===== src/rtl/id_stage_if.sv =====
// id_stage_if: bundles the fetch-side, write-back, MEM-hazard and ID/EX
// signals of the decode stage. The slave modport is the decode stage; the
// master modport is whatever surrounds it (fetch, execute, write-back).
interface id_stage_if #(
  parameter int DW = 8
);
  logic [7:0]    if_pc;
  logic [15:0]   if_instr;
  logic          wb_en;
  logic [2:0]    wb_dest;
  logic [DW-1:0] wb_data;
  logic          mem_wb_en;
  logic [2:0]    mem_dest;
  logic [DW-1:0] mem_fwd_data;
  logic          stall;
  logic          branch_taken;
  logic [5:0]    branch_offset_imm;
  logic [7:0]    ex_pc;
  logic [3:0]    ex_op;
  logic [DW-1:0] ex_val1;
  logic [DW-1:0] ex_val2;
  logic [DW-1:0] ex_st_val;
  logic [2:0]    ex_dest;
  logic [2:0]    ex_src1;
  logic [2:0]    ex_src2;
  logic          ex_wb_en;
  logic          ex_mem_read;
  logic          ex_mem_write;

  modport master (
    output if_pc, if_instr, wb_en, wb_dest, wb_data,
           mem_wb_en, mem_dest, mem_fwd_data,
    input  stall, branch_taken, branch_offset_imm,
           ex_pc, ex_op, ex_val1, ex_val2, ex_st_val,
           ex_dest, ex_src1, ex_src2, ex_wb_en, ex_mem_read, ex_mem_write
  );

  modport slave (
    input  if_pc, if_instr, wb_en, wb_dest, wb_data,
           mem_wb_en, mem_dest, mem_fwd_data,
    output stall, branch_taken, branch_offset_imm,
           ex_pc, ex_op, ex_val1, ex_val2, ex_st_val,
           ex_dest, ex_src1, ex_src2, ex_wb_en, ex_mem_read, ex_mem_write
  );
endinterface


===== src/rtl/id_stage.sv =====
// id_stage: decode stage. Holds the IF/ID register and the 8x8 register file,
// decodes 16-bit instructions, resolves BR (branch when rs1 == 0), detects
// load-use and branch-operand hazards, and registers the ID/EX bundle.
// Optional macro BR_FWD_EN: the branch operand is forwarded from MEM instead
// of stalling on a MEM destination match (EX matches still stall).
module id_stage #(
  parameter int DW   = 8,
  parameter int NREG = 8
) (
  input logic       clk,
  input logic       rst,
  id_stage_if.slave bus
);

  localparam logic [3:0] OP_ADDI = 4'd9;
  localparam logic [3:0] OP_LD   = 4'd10;
  localparam logic [3:0] OP_ST   = 4'd11;
  localparam logic [3:0] OP_BR   = 4'd12;

  typedef struct packed {
    logic [7:0]    pc;
    logic [3:0]    op;
    logic [DW-1:0] val1;
    logic [DW-1:0] val2;
    logic [DW-1:0] st_val;
    logic [2:0]    dest;
    logic [2:0]    src1;
    logic [2:0]    src2;
    logic          wb_en;
    logic          mem_read;
    logic          mem_write;
  } ex_bundle_t;

  logic [7:0]    id_pc;
  logic [15:0]   id_instr;
  logic [DW-1:0] rf [NREG];
  ex_bundle_t    ex_q;
  ex_bundle_t    ex_d;

  logic [3:0]    op;
  logic [2:0]    rd;
  logic [2:0]    rs1;
  logic [2:0]    rs2;
  logic [2:0]    src2;
  logic [DW-1:0] imm_ext;
  logic          is_rtype;
  logic          is_addi;
  logic          is_ld;
  logic          is_st;
  logic          is_br;
  logic          use_src1;
  logic          use_src2;
  logic [DW-1:0] rs1_val;
  logic [DW-1:0] rs2_val;
  logic [DW-1:0] rd_val;
  logic [DW-1:0] br_val;
  logic          load_use;
  logic          br_stall;
  logic          stall;
  logic          taken;

  // Register read with R0 hard-wired to zero and write-through bypass.
  function automatic logic [DW-1:0] read_reg(input logic [2:0] addr,
                                             input logic [DW-1:0] stored,
                                             input logic wen,
                                             input logic [2:0] wdest,
                                             input logic [DW-1:0] wdata);
    if (addr == 3'd0)
      return '0;
    if (wen && wdest == addr)
      return wdata;
    return stored;
  endfunction

  assign op       = id_instr[15:12];
  assign rd       = id_instr[11:9];
  assign rs1      = id_instr[8:6];
  assign rs2      = id_instr[5:3];
  assign imm_ext  = {{(DW-6){id_instr[5]}}, id_instr[5:0]};
  assign is_rtype = (op >= 4'd1) && (op <= 4'd7);
  assign is_addi  = (op == OP_ADDI);
  assign is_ld    = (op == OP_LD);
  assign is_st    = (op == OP_ST);
  assign is_br    = (op == OP_BR);
  assign use_src1 = is_rtype || is_addi || is_ld || is_st || is_br;
  assign use_src2 = is_rtype || is_st;
  // ST reads its store data from the rd field, so that is its second source.
  assign src2     = is_st ? rd : rs2;

  // Read the three possible operands of the instruction sitting in ID.
  always_comb begin
    rs1_val = read_reg(rs1, rf[rs1], bus.wb_en, bus.wb_dest, bus.wb_data);
    rs2_val = read_reg(rs2, rf[rs2], bus.wb_en, bus.wb_dest, bus.wb_data);
    rd_val  = read_reg(rd,  rf[rd],  bus.wb_en, bus.wb_dest, bus.wb_data);
  end

`ifdef BR_FWD_EN
  logic mem_hit;
  assign mem_hit = bus.mem_wb_en && (bus.mem_dest == rs1) && (rs1 != 3'd0);

  // Branch operand: MEM result bypasses the register file; only EX stalls.
  always_comb begin
    br_val   = mem_hit ? bus.mem_fwd_data : rs1_val;
    br_stall = is_br && (rs1 != 3'd0) && ex_q.wb_en && (ex_q.dest == rs1);
  end
`else
  logic unused_fwd_data;
  assign unused_fwd_data = ^bus.mem_fwd_data;

  // Branch operand from the register file; pending EX or MEM writes stall.
  always_comb begin
    br_val   = rs1_val;
    br_stall = is_br && (rs1 != 3'd0) &&
               ((ex_q.wb_en && (ex_q.dest == rs1)) ||
                (bus.mem_wb_en && (bus.mem_dest == rs1)));
  end
`endif

  // Hazard detection and branch resolution; a stall always beats a branch.
  always_comb begin
    load_use = ex_q.mem_read && (ex_q.dest != 3'd0) &&
               ((use_src1 && (ex_q.dest == rs1)) ||
                (use_src2 && (ex_q.dest == src2)));
    stall    = load_use || br_stall;
    taken    = is_br && !stall && (br_val == '0);
  end

  assign bus.stall             = stall;
  assign bus.branch_taken      = taken;
  assign bus.branch_offset_imm = id_instr[5:0];

  // Build the next ID/EX bundle; stalls and branches become bubbles.
  always_comb begin
    ex_d = '0;
    if (!stall && !is_br) begin
      ex_d.pc = id_pc;
      ex_d.op = op;
      if (is_rtype) begin
        ex_d.val1  = rs1_val;
        ex_d.val2  = rs2_val;
        ex_d.dest  = rd;
        ex_d.src1  = rs1;
        ex_d.src2  = rs2;
        ex_d.wb_en = (rd != 3'd0);
      end else if (is_addi || is_ld) begin
        ex_d.val1     = rs1_val;
        ex_d.val2     = imm_ext;
        ex_d.dest     = rd;
        ex_d.src1     = rs1;
        ex_d.wb_en    = (rd != 3'd0);
        ex_d.mem_read = is_ld;
      end else if (is_st) begin
        ex_d.val1      = rs1_val;
        ex_d.val2      = imm_ext;
        ex_d.st_val    = rd_val;
        ex_d.src1      = rs1;
        ex_d.src2      = rd;
        ex_d.mem_write = 1'b1;
      end
    end
  end

  // IF/ID register: hold on stall, flush to NOP on a taken branch.
  always_ff @(posedge clk or posedge rst) begin
    if (rst) begin
      id_pc    <= '0;
      id_instr <= '0;
    end else if (!stall) begin
      if (taken) begin
        id_pc    <= '0;
        id_instr <= '0;
      end else begin
        id_pc    <= bus.if_pc;
        id_instr <= bus.if_instr;
      end
    end
  end

  // Register file write port; R0 is never written.
  always_ff @(posedge clk or posedge rst) begin
    if (rst) begin
      for (int i = 0; i < NREG; i++)
        rf[i] <= '0;
    end else if (bus.wb_en && (bus.wb_dest != 3'd0)) begin
      rf[bus.wb_dest] <= bus.wb_data;
    end
  end

  // ID/EX pipeline register.
  always_ff @(posedge clk or posedge rst) begin
    if (rst)
      ex_q <= '0;
    else
      ex_q <= ex_d;
  end

  assign bus.ex_pc        = ex_q.pc;
  assign bus.ex_op        = ex_q.op;
  assign bus.ex_val1      = ex_q.val1;
  assign bus.ex_val2      = ex_q.val2;
  assign bus.ex_st_val    = ex_q.st_val;
  assign bus.ex_dest      = ex_q.dest;
  assign bus.ex_src1      = ex_q.src1;
  assign bus.ex_src2      = ex_q.src2;
  assign bus.ex_wb_en     = ex_q.wb_en;
  assign bus.ex_mem_read  = ex_q.mem_read;
  assign bus.ex_mem_write = ex_q.mem_write;

endmodule


===== src/flat_wrapper.sv =====
// flat-port wrapper written by rule: the top's interface ports become plain ports
module id_stage_flat 
#(
  parameter int DW   = 8,
  parameter int NREG = 8
)
  (clk, rst, bus_if_pc, bus_if_instr, bus_wb_en, bus_wb_dest, bus_wb_data, bus_mem_wb_en, bus_mem_dest, bus_mem_fwd_data, bus_stall, bus_branch_taken, bus_branch_offset_imm, bus_ex_pc, bus_ex_op, bus_ex_val1, bus_ex_val2, bus_ex_st_val, bus_ex_dest, bus_ex_src1, bus_ex_src2, bus_ex_wb_en, bus_ex_mem_read, bus_ex_mem_write);
  id_stage_if #(.DW(DW)) bus_i ();
  input logic clk;
  input logic rst;
  input wire logic [$bits(bus_i.if_pc)-1:0] bus_if_pc;
  input wire logic [$bits(bus_i.if_instr)-1:0] bus_if_instr;
  input wire logic [$bits(bus_i.wb_en)-1:0] bus_wb_en;
  input wire logic [$bits(bus_i.wb_dest)-1:0] bus_wb_dest;
  input wire logic [$bits(bus_i.wb_data)-1:0] bus_wb_data;
  input wire logic [$bits(bus_i.mem_wb_en)-1:0] bus_mem_wb_en;
  input wire logic [$bits(bus_i.mem_dest)-1:0] bus_mem_dest;
  input wire logic [$bits(bus_i.mem_fwd_data)-1:0] bus_mem_fwd_data;
  output wire logic [$bits(bus_i.stall)-1:0] bus_stall;
  output wire logic [$bits(bus_i.branch_taken)-1:0] bus_branch_taken;
  output wire logic [$bits(bus_i.branch_offset_imm)-1:0] bus_branch_offset_imm;
  output wire logic [$bits(bus_i.ex_pc)-1:0] bus_ex_pc;
  output wire logic [$bits(bus_i.ex_op)-1:0] bus_ex_op;
  output wire logic [$bits(bus_i.ex_val1)-1:0] bus_ex_val1;
  output wire logic [$bits(bus_i.ex_val2)-1:0] bus_ex_val2;
  output wire logic [$bits(bus_i.ex_st_val)-1:0] bus_ex_st_val;
  output wire logic [$bits(bus_i.ex_dest)-1:0] bus_ex_dest;
  output wire logic [$bits(bus_i.ex_src1)-1:0] bus_ex_src1;
  output wire logic [$bits(bus_i.ex_src2)-1:0] bus_ex_src2;
  output wire logic [$bits(bus_i.ex_wb_en)-1:0] bus_ex_wb_en;
  output wire logic [$bits(bus_i.ex_mem_read)-1:0] bus_ex_mem_read;
  output wire logic [$bits(bus_i.ex_mem_write)-1:0] bus_ex_mem_write;
  assign bus_i.if_pc = bus_if_pc;
  assign bus_i.if_instr = bus_if_instr;
  assign bus_i.wb_en = bus_wb_en;
  assign bus_i.wb_dest = bus_wb_dest;
  assign bus_i.wb_data = bus_wb_data;
  assign bus_i.mem_wb_en = bus_mem_wb_en;
  assign bus_i.mem_dest = bus_mem_dest;
  assign bus_i.mem_fwd_data = bus_mem_fwd_data;
  assign bus_stall = bus_i.stall;
  assign bus_branch_taken = bus_i.branch_taken;
  assign bus_branch_offset_imm = bus_i.branch_offset_imm;
  assign bus_ex_pc = bus_i.ex_pc;
  assign bus_ex_op = bus_i.ex_op;
  assign bus_ex_val1 = bus_i.ex_val1;
  assign bus_ex_val2 = bus_i.ex_val2;
  assign bus_ex_st_val = bus_i.ex_st_val;
  assign bus_ex_dest = bus_i.ex_dest;
  assign bus_ex_src1 = bus_i.ex_src1;
  assign bus_ex_src2 = bus_i.ex_src2;
  assign bus_ex_wb_en = bus_i.ex_wb_en;
  assign bus_ex_mem_read = bus_i.ex_mem_read;
  assign bus_ex_mem_write = bus_i.ex_mem_write;
  id_stage #(.DW(DW), .NREG(NREG)) u_core (.clk(clk), .rst(rst), .bus(bus_i));
endmodule

===== config.mk =====
export PLATFORM = sky130hd
export DESIGN_NAME = id_stage_flat
export DESIGN_NICKNAME = d
export VERILOG_FILES = /design/src/rtl/id_stage_if.sv /design/src/rtl/id_stage.sv /design/src/flat_wrapper.sv
export SDC_FILE = /design/constraint.sdc
export NUM_CORES = 1
export LEC_CHECK = 0
export ABC_AREA = 1
export BUFFER_PORTS_ARGS = -buffer_cell sky130_fd_sc_hd__buf_2
export CAP_MARGIN = 0
export CORE_MARGIN = 5
export CORE_UTILIZATION = 45
export CTS_CLUSTER_SIZE = 24
export DETAILED_ROUTE_END_ITERATION = 16
export GPL_TIMING_DRIVEN = 0
export PLACE_DENSITY = 0.64
export REMOVE_ABC_BUFFERS = 1
export SETUP_SLACK_MARGIN = 0.1
export SLEW_MARGIN = 20
export SYNTH_ARGS = -nofsm -noshare
export SYNTH_HDL_FRONTEND = slang
export SYNTH_SLANG_ARGS = --single-unit
export TNS_END_PERCENT = 5

===== constraint.sdc =====
create_clock -name clk -period 13.2 [get_ports clk]
set_input_delay 1.98 -clock clk [delete_from_list [all_inputs] [get_ports clk]]
set_output_delay 1.98 -clock clk [all_outputs]
set_load 0.005 [all_outputs]

; Yosys cells after proc, flatten, opt, wreduce, memory -nomap -nowiden
; Index checks and enable logic that the tools add are counted.
[totals]
ff_bits = 136
latchBits = 0
ram_bits = 0
rom_bits = 0
input_bits = 50
word_cells = 129
memories = 0
[classes]
add_sub_neg = 0
mul = 0
div_mod_pow = 0
order_cmp = 7
n_eq_ne = 10
shifts = 0
n_mux = 51
n_bitwise = 4
reduce_logical = 36
[ops]
columns = op, count
row1 = $mux 8, 22
row2 = $bmux 8 s3, 3
row3 = $bwmux 64, 1
row4 = $mux 16, 3
row5 = $mux 48, 1
row6 = $demux 8 s3, 1
row7 = $mux 24, 1
row8 = $eq 3x3->1, 6
row9 = $logic_and 1x1->1, 17
row10 = $eq 4x4->1 const B, 4
row11 = $ge 4x4->1 const B, 4
row12 = $not 3->4, 4
row13 = $mux 3, 4
row14 = $reduce_bool 3->1, 4
row15 = $mux 1, 11
row16 = $mux 10, 1
row17 = $logic_not 3->1, 3
row18 = $logic_or 1x1->1, 9
row19 = $logic_not 8->1, 1
row20 = $mux 6, 1
row21 = $ge 4x1->1 const B, 1
row22 = $le 4x3->1 const B, 1
row23 = $lt 4x1->1 const B, 1
row24 = $mux 2, 2
row25 = $logic_not 1->1, 2

; Logic depth before layout (Yosys ltp)
[logic_depth]
ltp_word = 14
ltp_mapped = 15
depth_no_buf = 14

; Least setup slack after synthesis
; Ideal clock, no wire load.
[synth_timing]
kind = input to output
startpoint = input bus_wb_dest[0]
endpoint = output bus_branch_taken
arrival_time_ns = 3.238
required_time_ns = 11.220
setup_slack_ns = 7.982
path_stages = 13
path_buffers = 2
cell_sequence = inv_1 -> nand2_1 -> nand2_1 -> nor2_4 -> nand2_2 -> buf_6 -> nand3_1 -> nand3_1 -> nand2_1 -> nor2_1 -> nand3_4 -> buf_6 -> nor2_2
[synth_via]
elab_chain_len = 8
[synth_lines]
columns = item, line
row1 = from (decl), flat_wrapper.sv:14  ; input wire logic [$bits(bus_i.wb_dest)-1:0] bus_wb_dest;
row2 = $eq 3x3->1 (*), id_stage.sv:70  ; if (wen && wdest == addr)
row3 = $logic_and 1x1->1 (*), id_stage.sv:70
row4 = $mux 1 (2 in series), id_stage.sv:70
row5 = $mux 8 (*), id_stage.sv:72  ; return stored;
row6 = $mux 8 (*), id_stage.sv:70
row7 = $logic_not 8->1 (*), id_stage.sv:125  ; taken = is_br && !stall && (br_val == '0);
row8 = $logic_and 1x1->1 (*), id_stage.sv:125
row9 = to (decl), flat_wrapper.sv:20  ; output wire logic [$bits(bus_i.branch_taken)-1:0] bus_branch_taken;
; Mark *: on every way between the ends. The rest lies on a longest branch, timed or not. The select of a mux whose other input is x is not followed.

; Worst setup path after layout
; Ends and elaborated chain as after synthesis.

==> qor.txt <==
Cts hold-fix bufs - 0
CTS Buf Count - 17
# diodes - 0
P&R area growth vs syn - 15.3%
Synth Flop Type - dfrtp_1
Yosys top cell by area - dfrtp_1
Peak Freq - 163 MHz
Setup violators final - 0
Most used cell, CP - nand2_1
Top-Level Pins - 106
Startpoint types - input pin
Post-synth EDFFs - 0
HPWL Detailed - 14.2 mm
Total Routing Usage GR - 24.1%
Antenna Nets Post-Route - 0
Sequential fraction of the synthesis area - 45.8%
Cell family with most CP delay - simple AND/OR/NAND/NOR gates
Core region area - 0.0164 mm2
Worst-Margin Slew - 1.09 ns
Initial DRC Count - 964
Post-synth top area share - 45.8%
Die area - 0.0192 mm2
Leakage - 4.27 nW
Syn Area/Cell - 7.52 um2
Die Span Y - 139 um
Flop2flop setup slack - 9.73 ns
Crit Path Category - input pin to primary output
Worst Hold Endpoint - u_core.rf[56]
Initial Util - 45.3%
Slew headroom - 27.3%
Nets@finish - 1085
Largest cells by area after synthesis - dfrtp_1 46%, nand2_1 14%, o21ai_0 6.1%
Number of global-route vias before repair - 6737
Reg2reg end - u_core.id_instr[5]
Number of H-tree levels - 4
Pwr Density - 150 mW/mm2
Yosys cell types - 35
Worst setup EP type - primary output
RSZ-0062 raised after global routing - false
Clk slew on worst S/H paths - 0.06 ns
Pre-CTS setup slack - 7.18 ns
First-pass GRT wire length - 36.8 mm
Clock Latency Late Sink - 0.43 ns
Post-DR wirelength/cell - 18.1 um
Final worst path period share - 46.4%
Synth async-reset ratio - 100%
Final WL - 23.0 mm
Clk sinks - 136
IO Port Bufs - 97
Max Slew Vio Count - 0
Worst-path fanout max - 25
Critical Path AT - 4.14 ns
Status - finished clean
Cell area after synthesis - 0.00744 mm2
CTS tree - done
CP Buf/Inv Count - 3
First-pass iteration count of the detailed router - 8
Grt total ovfl - 0
Row count - 47
Crit-path max cell delay - 0.36 ns
Via count - 6964
DRC - 0
Hold Fails Final Rpt - 0
FF+latch count, synth - 136
Largest net degree at the start of global routing - 87
Clk root buf - clkbuf_16
HP Start - u_core.rf[56]
Share of cells above drive strength 1 - 17.8%
Setup bufs post-CTS - 0
Worst VDD drop - 93.3 uV
Cell Chain, Critical Path - buf_2, inv_1, nand2_1, nand2_1, nor2_4, nand2_2, nand2_1, nor2_1, nor2_1, nor2_2, nand3_4, nor2_2, buf_2
Max-cap violations - 0
Clock Tree Buf Depth - 2
Slowest cell on the critical path - nand3_4
RePlAce Congestion - 0.868
Vias/cell - 5.49
Post_cts resized - 0
Final min period - 6.12 ns
PnR worst setup slack - 7.08 ns
Cells after Synth - 989
Initial antenna violation count - 0
Die W - 139 um
Fillers - 1632
Ys Warns - 0
Setup_tns - 0 ns
Hold Crit Depth - 0
Worst min path class - register to register
Worst Reg-to-Reg Cells - 8
Required @ worst endpoint - 11.22 ns
Worst r2r src - u_core.id_instr[6]
Clock Skew - 0.0109 ns
[flip-flops by register name (all words and copies together) (netlist names)]
name and cells:
u_core.id_instr 16, u_core.bus.ex_val1 8, u_core.rf 64, u_core.bus.ex_val2 8
u_core.bus.ex_op 4, u_core.bus.ex_pc 8, u_core.bus.ex_mem_write 1, u_core.bus.ex_src1 3
u_core.bus.ex_src2 3, u_core.bus.ex_dest 3, u_core.bus.ex_wb_en 1, u_core.id_pc 8
u_core.bus.ex_st_val 8, u_core.bus.ex_mem_read 1
[metal layers]
layer	vias to the layer above	routed length (um)	global-route usage (%)
met1	3197	9650	32.7
met3	71	2050	5.34
met4	0	685	9.36
met5	-	0	0
met2	349	10600	37.7
li1	3347	-	-
[report_power, final]
part | internal, mW | total [mW] | leakage (nW) | switching [mW]
clock network | 0.341 | 0.543 | 0.327 | 0.202
registers | 0.469 | 0.528 | 1.69 | 0.0597
logic | 0.0841 | 0.217 | 2.25 | 0.132
total | 0.893 | 1.29 | 4.27 | 0.394
[synthesized netlist by cell type, drive strengths merged (7+ instances only)]
cell	n
a21oi	64
a31oi	16
buf	32
clkbuf	40
dfrtp	136
inv	67
nand2	290
nand3	99
nor2	86
nor3	26
o211ai	10
o21ai	95
o22ai	7
[worst max-delay path by stage]
stage,slack (ns),to,from,depth (start not counted)
3_5_place_dp,7.18,bus_branch_taken,bus_wb_dest[0],13
6_report,7.08,bus_branch_taken,bus_wb_dest[0],13
3_3_place_gp,5.96,u_core.id_pc[7],rst,2
4_1_cts,7.17,bus_branch_taken,bus_wb_dest[0],13
5_1_grt,6.89,bus_branch_taken,bus_wb_dest[0],14
2_1_floorplan,7.58,u_core.bus.ex_dest[0],rst,1
[area by class of cell]
| class | instances | area, um2 | share of cell area [%] |
|---|---|---|---|
| tap | 220 | 275 | 3.21 |
| sequential | 136 | 3410 | 39.7 |
| inverter | 69 | 273 | 3.18 |
| clock inverter | 15 | 239 | 2.79 |
| multi-input combinational | 711 | 3400 | 39.7 |
| clock buffer | 17 | 425 | 4.96 |
| timing repair buffer | 100 | 552 | 6.43 |
[metrics by stage]
stage	cell area (um2)	hold slack [ns]	utilization (%)	power, mW	cells
after floorplan	7060	0.354	-	0.662	916
after global placement	7830	0.367	47.7	0.740	1233
after detailed placement	7880	0.366	48.1	0.745	1235
after CTS	8550	0.381	52.1	1.29	1267
after global routing	8580	0.410	52.3	1.35	1268
final	8580	0.381	52.3	1.29	1268
[kinds of logic (layout without fill, tap and decap cells)]
kind of cell	after synthesis	in the layout	share of synthesized area, %
xor gates and xnor gates	6	6	0.707
and+or+nand+nor	502	502	29.9
AOI/OAI and AO/OA	203	203	15.1
DFF	136	136	45.8
buffers and inverters	142	201	8.55
[layout by cell type, fill, tap and decap left out, types with 5 or more instances in the layout]
master / n
nand2_1: 281
dfrtp_1: 132
buf_2: 97
o21ai_0: 90
nor2_1: 79
nand3_1: 78
a21oi_1: 63
inv_1: 58
nor3_1: 25
nand3_2: 20
clkbuf_16: 17
a31oi_1: 16
o211ai_1: 10
nand2_2: 9
o22ai_1: 7
inv_2: 6
a221oi_1: 5
a211oi_1: 5
bufinv_16: 5
(Power assumes the default switching activity.)
